$ cat config.mk
export PLATFORM = sky130hd
export DESIGN_NAME = cpu_run_ctrl
export DESIGN_NICKNAME = d
export VERILOG_FILES = /design/src/rtl/cpu_run_ctrl_pkg.sv /design/src/rtl/cpu_run_ctrl_sat_counter.sv /design/src/rtl/cpu_run_ctrl.sv
export SDC_FILE = /design/constraint.sdc
export NUM_CORES = 1
export LEC_CHECK = 0
export BUFFER_PORTS_ARGS = -buffer_cell sky130_fd_sc_hd__buf_2
export CORE_AREA = 2 2 97 99
export CTS_CLUSTER_SIZE = 40
export DETAILED_ROUTE_END_ITERATION = 10
export DIE_AREA = 0 0 99 101
export PLACE_DENSITY = 0.86
export SLEW_MARGIN = 20
export SYNTH_ARGS = -nofsm -noshare
export SYNTH_HDL_FRONTEND = slang
export SYNTH_SLANG_ARGS = --single-unit
$ cat constraint.sdc
create_clock -name clk_i -period 4.9 [get_ports clk_i]
set_clock_uncertainty 0.1 [all_clocks]
set_input_delay 0.49 -clock clk_i [delete_from_list [all_inputs] [get_ports clk_i]]
set_output_delay 0.49 -clock clk_i [all_outputs]
set_load 0.05 [all_outputs]
$ cat src/rtl/cpu_run_ctrl_pkg.sv
// Shared definitions for the CPU run/step/halt sequencer.
//  - run_state_t  : sequencer state encoding as presented on state_o
//  - halt_cause_t : stop cause encoding as presented on halt_cause_o
//  - HALT_INSN_DEF, CNT_W_DEF : default parameter values
//  - is_terminal / is_resumable : classify a stop cause
package cpu_run_ctrl_pkg;

    typedef enum logic [1:0] {
        S_IDLE    = 2'd0,
        S_CLEAR   = 2'd1,
        S_RUN     = 2'd2,
        S_STOPPED = 2'd3
    } run_state_t;

    typedef enum logic [2:0] {
        C_NONE  = 3'd0,
        C_EXT   = 3'd1,
        C_HALT  = 3'd2,
        C_BP    = 3'd3,
        C_LIMIT = 3'd4
    } halt_cause_t;

    localparam logic [31:0] HALT_INSN_DEF = 32'hFFFF_FFFF;
    localparam int          CNT_W_DEF     = 32;

    // Program is finished: only a fresh start leaves STOPPED.
    function automatic logic is_terminal(input halt_cause_t cause);
        return (cause == C_HALT) || (cause == C_LIMIT);
    endfunction

    // Execution may continue with resume or step.
    function automatic logic is_resumable(input halt_cause_t cause);
        return (cause == C_EXT) || (cause == C_BP);
    endfunction

endpackage

$ cat src/rtl/cpu_run_ctrl_sat_counter.sv
// Saturating up-counter used for the cycle and stall counts.
// Ports:
//  clk  in  1      clock, rising edge
//  rst  in  1      synchronous active-high reset to zero
//  clr  in  1      synchronous clear to zero (wins over inc)
//  inc  in  1      count up by one, holding at all-ones
//  q    out CNT_W  current count (registered)
module sat_counter #(
    parameter int CNT_W = 32
) (
    input  logic             clk,
    input  logic             rst,
    input  logic             clr,
    input  logic             inc,
    output logic [CNT_W-1:0] q
);

    localparam logic [CNT_W-1:0] ONE = {{(CNT_W-1){1'b0}}, 1'b1};

    // Count register: reset/clear first, then increment unless already saturated.
    always_ff @(posedge clk) begin
        if (rst) begin
            q <= '0;
        end else if (clr) begin
            q <= '0;
        end else if (inc && (q != '1)) begin
            q <= q + ONE;
        end else begin
            q <= q;
        end
    end

endmodule

$ cat src/rtl/cpu_run_ctrl.sv
// Run/step/halt sequencer for the single-cycle CPU.
// Gates datapath progress through cpu_en_o, issues a one-cycle clear pulse,
// and stops on external halt, halt instruction, PC breakpoint or cycle budget.
// Ports:
//  clk_i, rst_i             clock and synchronous active-high reset
//  start_i                  (re)start program through CLEAR from any state
//  halt_i                   external stop request, sampled in RUN
//  step_i, resume_i         single-step / resume while STOPPED (resumable causes)
//  bp_en_i, bp_addr_i       PC breakpoint
//  cycle_limit_i            enabled-cycle budget, 0 = unlimited
//  pc_i, instr_i            current PC and instruction from the CPU
//  cpu_en_o                 CPU advances this cycle (combinational)
//  cpu_clr_o                one-cycle datapath clear
//  state_o, halt_cause_o    sequencer state and stop cause
//  done_o                   stopped on a terminal cause
//  cycle_cnt_o, stall_cnt_o enabled-cycle and stopped-cycle counts since CLEAR
module cpu_run_ctrl
    import cpu_run_ctrl_pkg::*;
#(
    parameter logic [31:0] HALT_INSN = HALT_INSN_DEF,
    parameter int          CNT_W     = CNT_W_DEF
) (
    input  logic             clk_i,
    input  logic             rst_i,
    input  logic             start_i,
    input  logic             halt_i,
    input  logic             step_i,
    input  logic             resume_i,
    input  logic             bp_en_i,
    input  logic [31:0]      bp_addr_i,
    input  logic [CNT_W-1:0] cycle_limit_i,
    input  logic [31:0]      pc_i,
    input  logic [31:0]      instr_i,
    output logic             cpu_en_o,
    output logic             cpu_clr_o,
    output logic [1:0]       state_o,
    output logic [2:0]       halt_cause_o,
    output logic             done_o,
    output logic [CNT_W-1:0] cycle_cnt_o,
    output logic [CNT_W-1:0] stall_cnt_o
);

    run_state_t  state_r, state_n_s;
    halt_cause_t cause_r, cause_n_s, stop_cause_s;
    logic        skip_bp_r, skip_bp_n_s;
    logic        done_r, clr_r;
    logic        en_s, limit_hit_s, cnt_clr_s, stall_inc_s;
    logic [CNT_W-1:0] cycle_cnt_s, stall_cnt_s;

    // Stop check on the current instruction, highest priority cause first.
    always_comb begin
        limit_hit_s = (cycle_limit_i != '0) && (cycle_cnt_s == cycle_limit_i);
        if (halt_i) begin
            stop_cause_s = C_EXT;
        end else if (instr_i == HALT_INSN) begin
            stop_cause_s = C_HALT;
        end else if (bp_en_i && (pc_i == bp_addr_i) && !skip_bp_r) begin
            stop_cause_s = C_BP;
        end else if (limit_hit_s) begin
            stop_cause_s = C_LIMIT;
        end else begin
            stop_cause_s = C_NONE;
        end
    end

    // Next-state, cause, breakpoint-skip and CPU enable decode.
    always_comb begin
        state_n_s   = state_r;
        cause_n_s   = cause_r;
        skip_bp_n_s = skip_bp_r;
        en_s        = 1'b0;
        if (rst_i) begin
            // Datapath frozen during reset; registers reload in always_ff.
            en_s = 1'b0;
        end else if (start_i) begin
            state_n_s   = S_CLEAR;
            cause_n_s   = C_NONE;
            skip_bp_n_s = 1'b0;
        end else begin
            case (state_r)
                S_IDLE: begin
                    state_n_s = S_IDLE;
                end
                S_CLEAR: begin
                    state_n_s   = S_RUN;
                    cause_n_s   = C_NONE;
                    skip_bp_n_s = 1'b0;
                end
                S_RUN: begin
                    if (stop_cause_s != C_NONE) begin
                        // Offending instruction is held, not executed.
                        state_n_s = S_STOPPED;
                        cause_n_s = stop_cause_s;
                    end else begin
                        en_s        = 1'b1;
                        skip_bp_n_s = 1'b0;
                    end
                end
                S_STOPPED: begin
                    if (resume_i && is_resumable(cause_r)) begin
                        // Skip lets the breakpointed instruction execute once.
                        state_n_s   = S_RUN;
                        skip_bp_n_s = 1'b1;
                    end else if (step_i && is_resumable(cause_r) && !limit_hit_s) begin
                        en_s = 1'b1;
                    end else begin
                        en_s = 1'b0;
                    end
                end
                default: begin
                    state_n_s = S_IDLE;
                end
            endcase
        end
    end

    // Sequencer registers and registered status outputs.
    always_ff @(posedge clk_i) begin
        if (rst_i) begin
            state_r   <= S_IDLE;
            cause_r   <= C_NONE;
            skip_bp_r <= 1'b0;
            done_r    <= 1'b0;
            clr_r     <= 1'b0;
        end else begin
            state_r   <= state_n_s;
            cause_r   <= cause_n_s;
            skip_bp_r <= skip_bp_n_s;
            done_r    <= (state_n_s == S_STOPPED) && is_terminal(cause_n_s);
            clr_r     <= (state_n_s == S_CLEAR);
        end
    end

    // Clearing on the start edge makes counters read zero during CLEAR.
    assign cnt_clr_s   = start_i || (state_r == S_CLEAR);
    assign stall_inc_s = (state_r == S_STOPPED);

    sat_counter #(.CNT_W(CNT_W)) u_cycle_cnt (
        .clk (clk_i),
        .rst (rst_i),
        .clr (cnt_clr_s),
        .inc (en_s),
        .q   (cycle_cnt_s)
    );

    sat_counter #(.CNT_W(CNT_W)) u_stall_cnt (
        .clk (clk_i),
        .rst (rst_i),
        .clr (cnt_clr_s),
        .inc (stall_inc_s),
        .q   (stall_cnt_s)
    );

    assign cpu_en_o     = en_s;
    assign cpu_clr_o    = clr_r;
    assign state_o      = state_r;
    assign halt_cause_o = cause_r;
    assign done_o       = done_r;
    assign cycle_cnt_o  = cycle_cnt_s;
    assign stall_cnt_o  = stall_cnt_s;

endmodule
After elaboration in Yosys (flattened, before gate mapping). Index checks and enable logic that the tools add are counted.

Reductions and logical operators: 21. Mux-type cells: 22. Add/subtract/negate cells: 2. Equality and inequality tests: 16.

Operators by type and width (number): 32-bit by 1-bit adder with 32-bit output (second input constant) (2); 32-bit == test (2); 32-bit != test (second input constant) (2); 32-bit == test (second input constant) (1); 32-bit nonzero test (1); 3-bit 2-to-1 mux (7); 1-bit logical AND (9); 2-bit 2-to-1 mux (4); 2-bit case mux with 4 select lines (1); 1-bit 2-to-1 mux (7); 2-bit == test (second input constant) (3); 3-bit by 2-bit == test with 1-bit output (second input constant) (2); 3-bit case mux with 2 select lines (1); 3-bit nonzero test (2); 2-bit by 1-bit == test with 1-bit output (second input constant) (2); 2-bit != test (second input constant) (2); 2-bit OR reduction (2); 3-bit by 1-bit == test with 1-bit output (second input constant) (1); 3-bit == test (second input constant) (1); 1-bit logical OR (3); 1-bit case mux with 3 select lines (1); 3-bit AND reduction (1); 1-bit zero test (2); 2-bit zero test (1); 1-bit case mux with 2 select lines (1).

Word-level logic and storage cells: 68. Register bits after elaboration: 72. Output and inout bits: 72. Bits of input ports: 135.

Longest topological paths before layout. Gate-level depths: netlist of run 1.

Depth in word-level cells: 14. Gate-level depth with buffers: 11.

Cells and area by module. A second synthesis of run 1 with hierarchy kept.

Cell total of the unflattened synthesis: 566. Area total of the unflattened synthesis: 4599.4 um^2.

By module, submodules not included: sat_counter (seq. area each 640.6 um^2, cells an instance 198, area an instance 1620.3 um^2, times used 2); cpu_run_ctrl (seq. area each 160.2 um^2, cells an instance 170, area an instance 1358.8 um^2, times used 1).

Worst setup path after synthesis of run 1. OpenSTA, ideal clock, no wires.

Path kind: flip-flop to output port. From: register u_cycle_cnt.q[19]. To: output port cpu_en_o. Setup slack: 2.038 ns. Path buffers: 2. Cell stages (with the launch flop): 10. Data arrival time: 2.272 ns. Cell sequence: dfxtp_1 > clkbuf_1 > xor2_1 > nor4_1 > nand4_1 > nor3_1 > nor2_1 > nand2_1 > buf_2 > inv_2.

Cells in the longest elaborated chain, start to end: 11.

RTL lines: start: declaration (RTL line cpu_run_ctrl_sat_counter.sv:15) `output logic [CNT_W-1:0] q`; start signal: assignment (RTL line cpu_run_ctrl_sat_counter.sv:27) `q <= q + ONE;`; start signal: assignment (RTL line cpu_run_ctrl_sat_counter.sv:29) `q <= q;`; 32-bit == test (*) (RTL line cpu_run_ctrl.sv:52) `limit_hit_s = (cycle_limit_i != '0) && (cycle_cnt_s == cycle_limit_i);`; 1-bit logical AND (*) (RTL line cpu_run_ctrl.sv:52); 3-bit 2-to-1 mux (RTL line cpu_run_ctrl.sv:59) `end else if (limit_hit_s) begin`; 3-bit 2-to-1 mux (RTL line cpu_run_ctrl.sv:57) `end else if (bp_en_i && (pc_i == bp_addr_i) && !skip_bp_r) begin`; 3-bit 2-to-1 mux (RTL line cpu_run_ctrl.sv:55) `end else if (instr_i == HALT_INSN) begin`; 3-bit 2-to-1 mux (RTL line cpu_run_ctrl.sv:53) `if (halt_i) begin`; 3-bit nonzero test (RTL line cpu_run_ctrl.sv:90) `if (stop_cause_s != C_NONE) begin`; 1-bit 2-to-1 mux (RTL line cpu_run_ctrl.sv:90); 1-bit case mux with 2 select lines (*) (RTL line cpu_run_ctrl.sv:80) `case (state_r)`; 1-bit 2-to-1 mux (*) (RTL line cpu_run_ctrl.sv:75) `end else if (start_i) begin`; 1-bit 2-to-1 mux (*) (RTL line cpu_run_ctrl.sv:72) `if (rst_i) begin`; end: declaration (RTL line cpu_run_ctrl.sv:34) `output logic cpu_en_o,`.

Every way passes the cells marked *; elsewhere a longest branch is shown, timed or not.

Worst setup path after layout of run 1.
From: register u_cycle_cnt.q[16]. To: output port cpu_en_o.

Same word-level chain as after synthesis.

==> flow_summary.json, run 1 <==
{
  "outcome": "completed",
  "crit_path_end_kind": "primary output",
  "routed_wl_um": 13550,
  "yosys-top-cells-area": "dfxtp_1, xor2_1, nor4_1",
  "finalHoldViolCount": 0,
  "fmax_mhz": 258.4,
  "drt_iter0_drc": 194,
  "numCtsBuffers": 9,
  "min_path_type": "primary input to register",
  "r2r_start": "u_cycle_cnt.q[16]$_SDFFE_PP0P_",
  "io_buffers": 206,
  "yosys.area.top_type": "dfxtp_1",
  "p_leak_nw": 2.532,
  "clk_pin_slew_worst_paths_ns": 0.09,
  "antenna_cells": 0,
  "synth-seq-area-share_pct": 32.21,
  "whs_path_depth": 2,
  "syn_nets": 690,
  "die_w_um": 99,
  "worst_slew_pin_slew_ns": 0.7304,
  "route.detailed.drc": 0,
  "antenna_found_initial": 0,
  "power.total_mw": 1.258,
  "grt_overflow": 0,
  "wl_per_cell_um": 15.61,
  "cts_hold_buf": 0,
  "synth_top_area_share_pct": 32.21,
  "finalSetupViolCount": 0,
  "vdd_drop_max_mv": 0.1671,
  "synth_most_common_cell": "dfxtp_1",
  "ys_ff_latch": 72,
  "grt_pass1_vias": 4695,
  "tns_ns": 0,
  "yosys_warnings": 0,
  "start_kind": "register",
  "nFillCells": 759,
  "ff2ff_setup_slack_ns": 1.72,
  "drive_gt1_share_pct": 31.18,
  "min_to": "halt_cause_o[0]$_SDFF_PP0_",
  "dp_hpwl_um": 10530,
  "initial_core_util_pct": 49.84,
  "core_area_sq_um": 8977,
  "max_slew_margin_pct": 51.31,
  "crit_required_ns": 4.31,
  "cts_buffer_depth": 2,
  "root_buffer": "clkbuf_8",
  "cts_tree": "built",
  "timing.max_cap.violations": 0,
  "worst_hold_startpoint": "start_i",
  "synth_area_per_cell_sq_um": 8.150,
  "postCtsSetupRepairBufs": 0,
  "grt_pass1_wl_um": 21280,
  "drtAntennaViolNets": 0,
  "reg2reg_depth": 9,
  "pin_count": 207,
  "grt_max_degree": 33,
  "ys_dominant_reg_cell": "dfxtp_1",
  "r2r_end": "u_cycle_cnt.q[25]$_SDFFE_PP0P_",
  "fin_crit_ns": 3.870,
  "fin_nets": 893,
  "grt.total_usage_pct": 25.98,
  "cts.sinks": 72,
  "multi_input_area_sq_um": 2892,
  "final-seq-area_sq_um": 1441,
  "setup_slack_ns": 1.030,
  "worstSkewPairLatency_ns": 0.36,
  "syn_inst": 549,
  "h-tree-depth": 3,
  "synth_common_cells": "dfxtp_1, xor2_1, nand2_1",
  "dp_slack_ns": 1.291,
  "gp_congestion": 0.9640,
  "syn_to_final_growth_pct": 29.87,
  "path_max_fanout": 24,
  "period_share_pct": 78.99,
  "synth_edf_count": 0,
  "syn-cell-area_sq_um": 4474,
  "yosysUniqueCellTypes": 53,
  "power_density_nw_per_um2": 216.5,
  "firstDrtPassIters": 5,
  "rows": 35,
  "die-area_sq_um": 9999,
  "rsz0062_at_grt": "false",
  "vias": 4914,
  "path_class": "register to primary output",
  "final_max_slew_viol_count": 0,
  "async_flop_share_pct": 0,
  "die_h_um": 101,
  "cts.repair.resized": 0,
  "arrival_ns": 3.28,
  "viasPerCell": 5.661
}
[sequential cells by signal (all words and copies together), names as in the netlist]
name	count
cpu_clr_o	1
done_o	1
halt_cause_o	3
skip_bp_r	1
state_o	2
u_cycle_cnt.q	32
u_stall_cnt.q	32
[area by class of cell]
cell class              instances  share of cell area, %
clock buffers                  10                  2.196
clock inverters                 6                  1.615
inverters                      17                  1.098
multi-input cells             443                  49.76
flip-flops and latches         72                  24.81
well taps                     111                  2.390
repair buffers                209                  18.13
[critical path, cell delays in order (launching register included)]
cell and delay (ns):
dfxtp_1 0.47, xor2_1 0.14, nor4_1 0.38, nand4_1 0.16, nor3_1 0.55, nor2_1 0.18, nand2_1 0.57, inv_2 0.19
buf_2 0.27
[stage by stage]
stage                     hold WS, ns  area (sq um)  cells  util [%]
after floorplan                0.3457          4474    549         -
after global placement         0.3767          5589    852     62.26
after detailed placement       0.3816          5589    852     62.26
after CTS                      0.2816          5811    868     64.72
after global routing           0.3056          5811    868     64.72
final                          0.2981          5811    868     64.72
[how the worst max path moves through the flow]
stage	start	to	cells after the start
floorplan	u_cycle_cnt.q[19]$_SDFFE_PP0P_	cpu_en_o	9
global placement	bp_addr_i[22]	cpu_en_o	9
detailed placement	cycle_limit_i[11]	cpu_en_o	9
CTS	u_cycle_cnt.q[16]$_SDFFE_PP0P_	cpu_en_o	8
global route	u_cycle_cnt.q[4]$_SDFFE_PP0P_	cpu_en_o	8
finish	u_cycle_cnt.q[16]$_SDFFE_PP0P_	cpu_en_o	8
[kinds of logic (layout without fill, tap and decap cells)]
logic type	after synthesis	after routing	synth area share (%)
and+or+nand+nor	259	259	32.13
xor gates and xnor gates	85	85	16.64
AOI/OAI and AO/OA	84	84	12.05
DFF	72	72	32.21
buffers and inverters	34	242	3.272
muxes	9	9	2.014
adders and majority gates	6	6	1.678
[cell usage in the layout, fill, tap and decap left out, types with 3 or more instances in the layout]
cell type / n
nor2_1: 40
inv_1: 16
clkbuf_8: 9
o21a_1: 3
and3_1: 7
o21ai_0: 17
ha_1: 6
mux2i_1: 9
xor2_1: 68
or4_1: 15
and4_1: 6
o211ai_1: 3
nand2b_1: 11
o21ai_1: 5
o31ai_1: 10
nand2_1: 48
clkinv_4: 3
o41ai_1: 3
nor2b_1: 3
dfxtp_1: 72
nand3_2: 3
xnor2_1: 17
nor3_1: 10
buf_4: 3
nand4_1: 24
nor4_1: 29
a21oi_1: 29
or3_1: 23
nand3_1: 27
buf_2: 206
[power breakdown]
part	switching (mW)	internal, mW
combinational	0.0731	0.0664
sequential	0.00162	0.586
clock	0.241	0.289
total	0.316	0.942
[layer usage]
layer	GRT usage (%)	up-vias	share of wire, %
met5	0	-	0
met4	9.800	0	2.4
met3	4.924	36	6.6
met2	49.17	193	53
met1	28.61	2278	38
li1	-	2407	-
Note: power is estimated with default switching activity, not from simulation.
==> run 2, diff against run 1 <==
--- a/config.mk
+++ b/config.mk
@@ -6,11 +6,11 @@
 export NUM_CORES = 1
 export LEC_CHECK = 0
 export BUFFER_PORTS_ARGS = -buffer_cell sky130_fd_sc_hd__buf_2
-export CORE_AREA = 2 2 97 99
+export CORE_AREA = 2 2 106 108
 export CTS_CLUSTER_SIZE = 40
 export DETAILED_ROUTE_END_ITERATION = 10
-export DIE_AREA = 0 0 99 101
-export PLACE_DENSITY = 0.86
+export DIE_AREA = 0 0 108 110
+export PLACE_DENSITY = 0.77
 export SLEW_MARGIN = 20
 export SYNTH_ARGS = -nofsm -noshare
 export SYNTH_HDL_FRONTEND = slang
==> constraint.sdc (replaced) <==
create_clock -name clk_i -period 3.3 [get_ports clk_i]
set_clock_uncertainty 0.1 [all_clocks]
set_input_delay 0.33 -clock clk_i [delete_from_list [all_inputs] [get_ports clk_i]]
set_output_delay 0.33 -clock clk_i [all_outputs]
set_load 0.05 [all_outputs]
==> run 2 against run 1 <==
Net effect:
- die area is 19% higher
- routed wire length grew 3.1%
- first-iteration DRC count increased by 48%
- final area increased by 1.6%
- hold slack got worse by 0.15 ns
- critical endpoint unchanged
- largest cell class unchanged
==> flow_summary.json, run 2 (synthesized netlist as in run 1, its figures left out) <==
{
  "period_share_pct": 86.02,
  "cts.sinks": 72,
  "clk_pin_slew_worst_paths_ns": 0.08,
  "path_max_fanout": 8,
  "drtAntennaViolNets": 0,
  "syn_to_final_growth_pct": 31.88,
  "setup_slack_ns": 0.4614,
  "outcome": "completed",
  "start_kind": "register",
  "die_w_um": 108,
  "max_stage_delay_ns": 0.50,
  "gp_congestion": 0.8787,
  "nFillCells": 1050,
  "p_leak_nw": 2.575,
  "power_density_nw_per_um2": 305.7,
  "finalHoldViolCount": 0,
  "viasPerCell": 5.474,
  "path_cells": "xor2_1 > nor4_1 > nand4_1 > nor3_1 > buf_4 > nor2_1 > nand2_1 > inv_2 > buf_2",
  "h-tree-depth": 3,
  "worst_slew_pin_slew_ns": 0.5273,
  "fin_crit_ns": 2.839,
  "layout_common_cells": "buf_2, dfxtp_1, xor2_1",
  "dp_hpwl_um": 10990,
  "min_path_type": "primary input to register",
  "cp-startpoint": "u_cycle_cnt.q[21]$_SDFFE_PP0P_",
  "ff2ff_setup_slack_ns": 0.50,
  "die-area_sq_um": 11880,
  "routed_wl_um": 13970,
  "grt_overflow": 0,
  "pin_count": 207,
  "rsz0062_at_grt": "false",
  "die_h_um": 110,
  "worst_hold_startpoint": "start_i",
  "max_slew_margin_pct": 64.47,
  "drt_iter0_drc": 287,
  "final_max_slew_viol_count": 0,
  "arrival_ns": 2.41,
  "worstSkewPairLatency_ns": 0.35,
  "cp_slowest_cell": "dfxtp_1",
  "dpl-instance-area_sq_um": 5687,
  "stdcell_area_sq_um": 5901,
  "io_buffers": 206,
  "reg2reg_depth": 9,
  "finalSetupViolCount": 0,
  "grt.total_usage_pct": 22.56,
  "numCtsBuffers": 9,
  "rows": 38,
  "root_buffer": "clkbuf_8",
  "path_class": "register to primary output",
  "wl_per_cell_um": 15.37,
  "crit_required_ns": 2.87,
  "whs_path_depth": 2,
  "r2r_end": "u_cycle_cnt.q[27]$_SDFFE_PP0P_",
  "cts_hold_buf": 0,
  "fin_nets": 901,
  "timing.max_cap.violations": 0,
  "initial_core_util_pct": 41.82,
  "grt_max_degree": 31,
  "core_area_sq_um": 10700,
  "grt_pass1_vias": 4453,
  "antenna_found_initial": 4,
  "vdd_drop_max_mv": 0.2056,
  "fmax_mhz": 352.3,
  "postCtsSetupRepairBufs": 0,
  "tns_ns": 0,
  "cts_buffer_depth": 2,
  "layout_commonest_cell": "buf_2",
  "route.detailed.drc": 0,
  "cts.repair.resized": 0,
  "grt_pass1_wl_um": 21170,
  "power.total_mw": 1.804,
  "dp_slack_ns": 0.4924,
  "drive_gt1_share_pct": 32.16,
  "r2r_start": "u_cycle_cnt.q[21]$_SDFFE_PP0P_",
  "firstDrtPassIters": 5,
  "crit_path_end_kind": "primary output",
  "min_to": "halt_cause_o[0]$_SDFF_PP0_",
  "fin_util_pct": 55.16,
  "cts_tree": "built",
  "vias": 4976
}
run 2: cell count changes in the layout (fill, tap and decap cells not counted), moves of 2 or more:
| cell | previous run | this run |
|---|---|---|
| clkinv_2 | 0 | 2 |
| inv_6 | 0 | 2 |
| clkinv_4 | 3 | 1 |
| buf_4 | 3 | 11 |
| diode_2 | 0 | 4 |
run 2: per-stage QoR:
| stage | instances | hold WS [ns] |
|---|---|---|
| floorplan | 549 | 0.2967 |
| global placement | 889 | 0.3755 |
| detailed placement | 889 | 0.3769 |
| CTS | 905 | 0.1342 |
| global route | 909 | 0.1561 |
| finish | 909 | 0.1460 |
run 2: worst max-delay path: cells and delay by family (launching register included):
family                 cells  cell delay [ns]
XOR/XNOR                   1             0.25
buffers and inverters      3             0.62
flip-flops                 1             0.50
AND/OR/NAND/NOR            5             0.69
run 2: routing by layer:
| metal | vias up | part of all wire [%] | global-route usage, % |
|---|---|---|---|
| met1 | 2323 | 41 | 27.02 |
| li1 | 2429 | - | - |
| met3 | 25 | 7.1 | 3.821 |
| met2 | 199 | 49 | 39.26 |
| met4 | 0 | 2.5 | 11.08 |
| met5 | - | 0 | 0 |
run 2: how the worst max path moves through the flow:
stage | end | slack, ns | cells after the start
after CTS | cpu_en_o | 0.49 | 9
after floorplan | u_cycle_cnt.q[12]$_SDFFE_PP0P_ | 0.45 | 10
after global placement | u_cycle_cnt.q[3]$_SDFFE_PP0P_ | 0.52 | 11
final | cpu_en_o | 0.46 | 9
after detailed placement | cpu_en_o | 0.49 | 9
after global routing | cpu_en_o | 0.32 | 9
run 2: cell type report:
type / count / area (sq um) / area share [%]
tap: 140 / 175.2 / 2.969
clock inverter: 6 / 66.31 / 1.124
clock buffer: 10 / 137.6 / 2.332
inverter: 17 / 63.81 / 1.081
multi-input combinational: 443 / 2893 / 49.02
antenna: 4 / 10.01 / 0.1696
timing repair buffer: 217 / 1114 / 18.87
sequential: 72 / 1441 / 24.43
run 2: report_power, final:
group	total (mW)	switching [mW]	leakage, nW	internal, mW
Sequential	0.872	0.00192	0.580	0.870
Combinational	0.210	0.111	1.89	0.0990
Clock	0.722	0.348	0.107	0.374
==> run 3, diff against run 2 <==
--- a/config.mk
+++ b/config.mk
@@ -5,12 +5,12 @@
 export SDC_FILE = /design/constraint.sdc
 export NUM_CORES = 1
 export LEC_CHECK = 0
-export BUFFER_PORTS_ARGS = -buffer_cell sky130_fd_sc_hd__buf_2
-export CORE_AREA = 2 2 106 108
+export CORE_AREA = 2 2 91 93
 export CTS_CLUSTER_SIZE = 40
 export DETAILED_ROUTE_END_ITERATION = 10
-export DIE_AREA = 0 0 108 110
-export PLACE_DENSITY = 0.77
+export DIE_AREA = 0 0 93 95
+export DONT_BUFFER_PORTS = 1
+export PLACE_DENSITY = 0.76
 export SLEW_MARGIN = 20
 export SYNTH_ARGS = -nofsm -noshare
 export SYNTH_HDL_FRONTEND = slang
==> run 3 against run 2 <==
Net effect:
- highest routed layer unchanged
- first-iteration DRC count down 23%
- clock power about the same
- total power decreased by 5.6%
- global-route usage up 7.3 points
==> flow_summary.json, run 3 (synthesized netlist as in run 1, its figures left out) <==
{
  "routed_wl_um": 13770,
  "die_h_um": 95,
  "die_w_um": 93,
  "rsz0062_at_grt": "false",
  "antenna_cells": 0,
  "whs_path_depth": 2,
  "power.total_mw": 1.703,
  "power_density_nw_per_um2": 324.3,
  "worst_hold_startpoint": "start_i",
  "cts_tree": "built",
  "reg2reg_depth": 7,
  "root_buffer": "clkbuf_8",
  "numCtsBuffers": 9,
  "path_max_fanout": 8,
  "firstDrtPassIters": 4,
  "fin_nets": 751,
  "switching_share_pct": 24.34,
  "timing.max_cap.violations": 0,
  "cts_buffer_depth": 2,
  "rows": 33,
  "worstSkewPairLatency_ns": 0.35,
  "h-tree-depth": 3,
  "dp_slack_ns": 0.5610,
  "drtAntennaViolNets": 0,
  "fmax_mhz": 344.6,
  "p_leak_nw": 1.951,
  "grt_pass1_vias": 4093,
  "clk_pin_slew_worst_paths_ns": 0.08,
  "p_sw_mw": 0.4147,
  "path_cells": "buf_4 > xor2_1 > nor4_1 > nand4_1 > nor3_1 > buf_4 > nor2_1 > nand2_1 > inv_2 > buf_12",
  "ff2ff_setup_slack_ns": 0.51,
  "pin_count": 207,
  "gp_congestion": 0.9339,
  "dp_cells": 702,
  "whs_ns": 0.06628,
  "r2r_start": "u_stall_cnt.q[5]$_SDFFE_PP0P_",
  "min_to": "cpu_clr_o$_SDFF_PP0_",
  "arrival_ns": 2.47,
  "vias": 4503,
  "grt_max_degree": 44,
  "antenna_found_initial": 0,
  "fin_util_pct": 66.26,
  "path_class": "register to primary output",
  "route.detailed.drc": 0,
  "layout_commonest_cell": "dfxtp_1",
  "power_frac_clock_pct": 42.3,
  "cpLargestDelayFamily": "simple AND/OR/NAND/NOR gates",
  "postCtsSetupRepairBufs": 0,
  "period_share_pct": 87.93,
  "crit_required_ns": 2.87,
  "io_buffers": 0,
  "stdcell_area_sq_um": 5253,
  "vdd_drop_max_mv": 0.2273,
  "viasPerCell": 6.254,
  "cp_slowest_cell": "dfxtp_1",
  "layout_common_cells": "dfxtp_1, xor2_1, buf_4",
  "drt_iter0_drc": 222,
  "max_stage_delay_ns": 0.32,
  "comb_power_share_pct": 6.4,
  "worst_slew_pin_slew_ns": 0.6360,
  "final_cells": 720,
  "drive_gt1_share_pct": 15.12,
  "intPower_mw": 1.289,
  "grt_pass1_wl_um": 20590,
  "cts.sinks": 72,
  "dp_hpwl_um": 10880,
  "timing.critical_path.buf_inv": 4,
  "cts.repair.resized": 0,
  "start_kind": "register",
  "die-area_sq_um": 8835,
  "r2r_end": "u_stall_cnt.q[30]$_SDFFE_PP0P_",
  "finalHoldViolCount": 0,
  "dpl-instance-area_sq_um": 5029,
  "grt_overflow": 0,
  "crit_path_end_kind": "primary output",
  "final_max_slew_viol_count": 0,
  "wl_per_cell_um": 19.13,
  "initial_core_util_pct": 56.44,
  "finalSetupViolCount": 0,
  "setup_slack_ns": 0.3984,
  "outcome": "completed",
  "fin_crit_ns": 2.902,
  "max_slew_margin_pct": 57.16,
  "grt.total_usage_pct": 29.86,
  "min_path_type": "primary input to register",
  "core_area_sq_um": 7928,
  "tns_ns": 0,
  "p_seq_share_pct": 51.3,
  "syn_to_final_growth_pct": 17.39,
  "cp_common_cell": "buf_4"
}
[run 3: cell types whose count changed in the layout (fill, tap and decap cells not counted)]
cell | previous run | this run
buf_2 | 206 | 0
buf_4 | 11 | 64
diode_2 | 4 | 0
dlygate4sd3_1 | 0 | 2
buf_12 | 0 | 1
clkinv_4 | 1 | 2
inv_6 | 2 | 1
or3_1 | 22 | 23
or3_2 | 1 | 0
[run 3: metal layers]
| layer | global-route usage, % | vias up | routed length (um) |
|---|---|---|---|
| met5 | 0 | - | 0 |
| met1 | 35.47 | 2135 | 5296 |
| met4 | 10.29 | 0 | 383 |
| met3 | 8.939 | 33 | 1222 |
| met2 | 51.51 | 206 | 6870 |
| li1 | - | 2129 | - |
[run 3: area by class of cell]
| class | instances | area [sq um] |
|---|---|---|
| multi-input cells | 443 | 2892 |
| fillers | 686 | 2675 |
| flip-flops and latches | 72 | 1441 |
| repair buffers | 67 | 520.5 |
| clock buffers | 10 | 137.6 |
| well taps | 105 | 131.4 |
| clock inverters | 6 | 66.31 |
| inverters | 17 | 63.81 |
[run 3: power by group through the flow]
stage          Sequential, mW  Combinational (mW)  Clock (mW)
2_1_floorplan           0.900              0.0794           0
3_3_place_gp            0.894               0.101           0
3_5_place_dp            0.894               0.104           0
4_1_cts                 0.874               0.108       0.734
5_1_grt                 0.874               0.120       0.777
6_report                0.874               0.109       0.720
[run 3: worst reg2reg max path, cell delays in order (launching register included)]
cell and delay (ns):
dfxtp_1 0.67, and4_1 0.33, nand4_1 0.17, or2_2 0.35
a21oi_1 0.25, nand4_1 0.26, or3_1 0.40, a21oi_1 0.17
[run 3: timing repair]
item                                   4_1_cts  5_1_grt
setup endpoints to repair                    0        0
hold buffers                                 2        0
endpoints found under the hold margin        4        0
[run 3: worst max path at each step]
stage | from | end | slack [ns] | depth (start not counted)
2_1_floorplan | u_cycle_cnt.q[12]$_SDFFE_PP0P_ | u_cycle_cnt.q[12]$_SDFFE_PP0P_ | 0.45 | 10
3_3_place_gp | u_stall_cnt.q[5]$_SDFFE_PP0P_ | u_stall_cnt.q[26]$_SDFFE_PP0P_ | 0.67 | 7
3_5_place_dp | u_stall_cnt.q[5]$_SDFFE_PP0P_ | u_stall_cnt.q[30]$_SDFFE_PP0P_ | 0.56 | 7
4_1_cts | u_cycle_cnt.q[6]$_SDFFE_PP0P_ | cpu_en_o | 0.40 | 10
5_1_grt | u_cycle_cnt.q[6]$_SDFFE_PP0P_ | cpu_en_o | 0.23 | 10
6_report | u_cycle_cnt.q[21]$_SDFFE_PP0P_ | cpu_en_o | 0.40 | 10
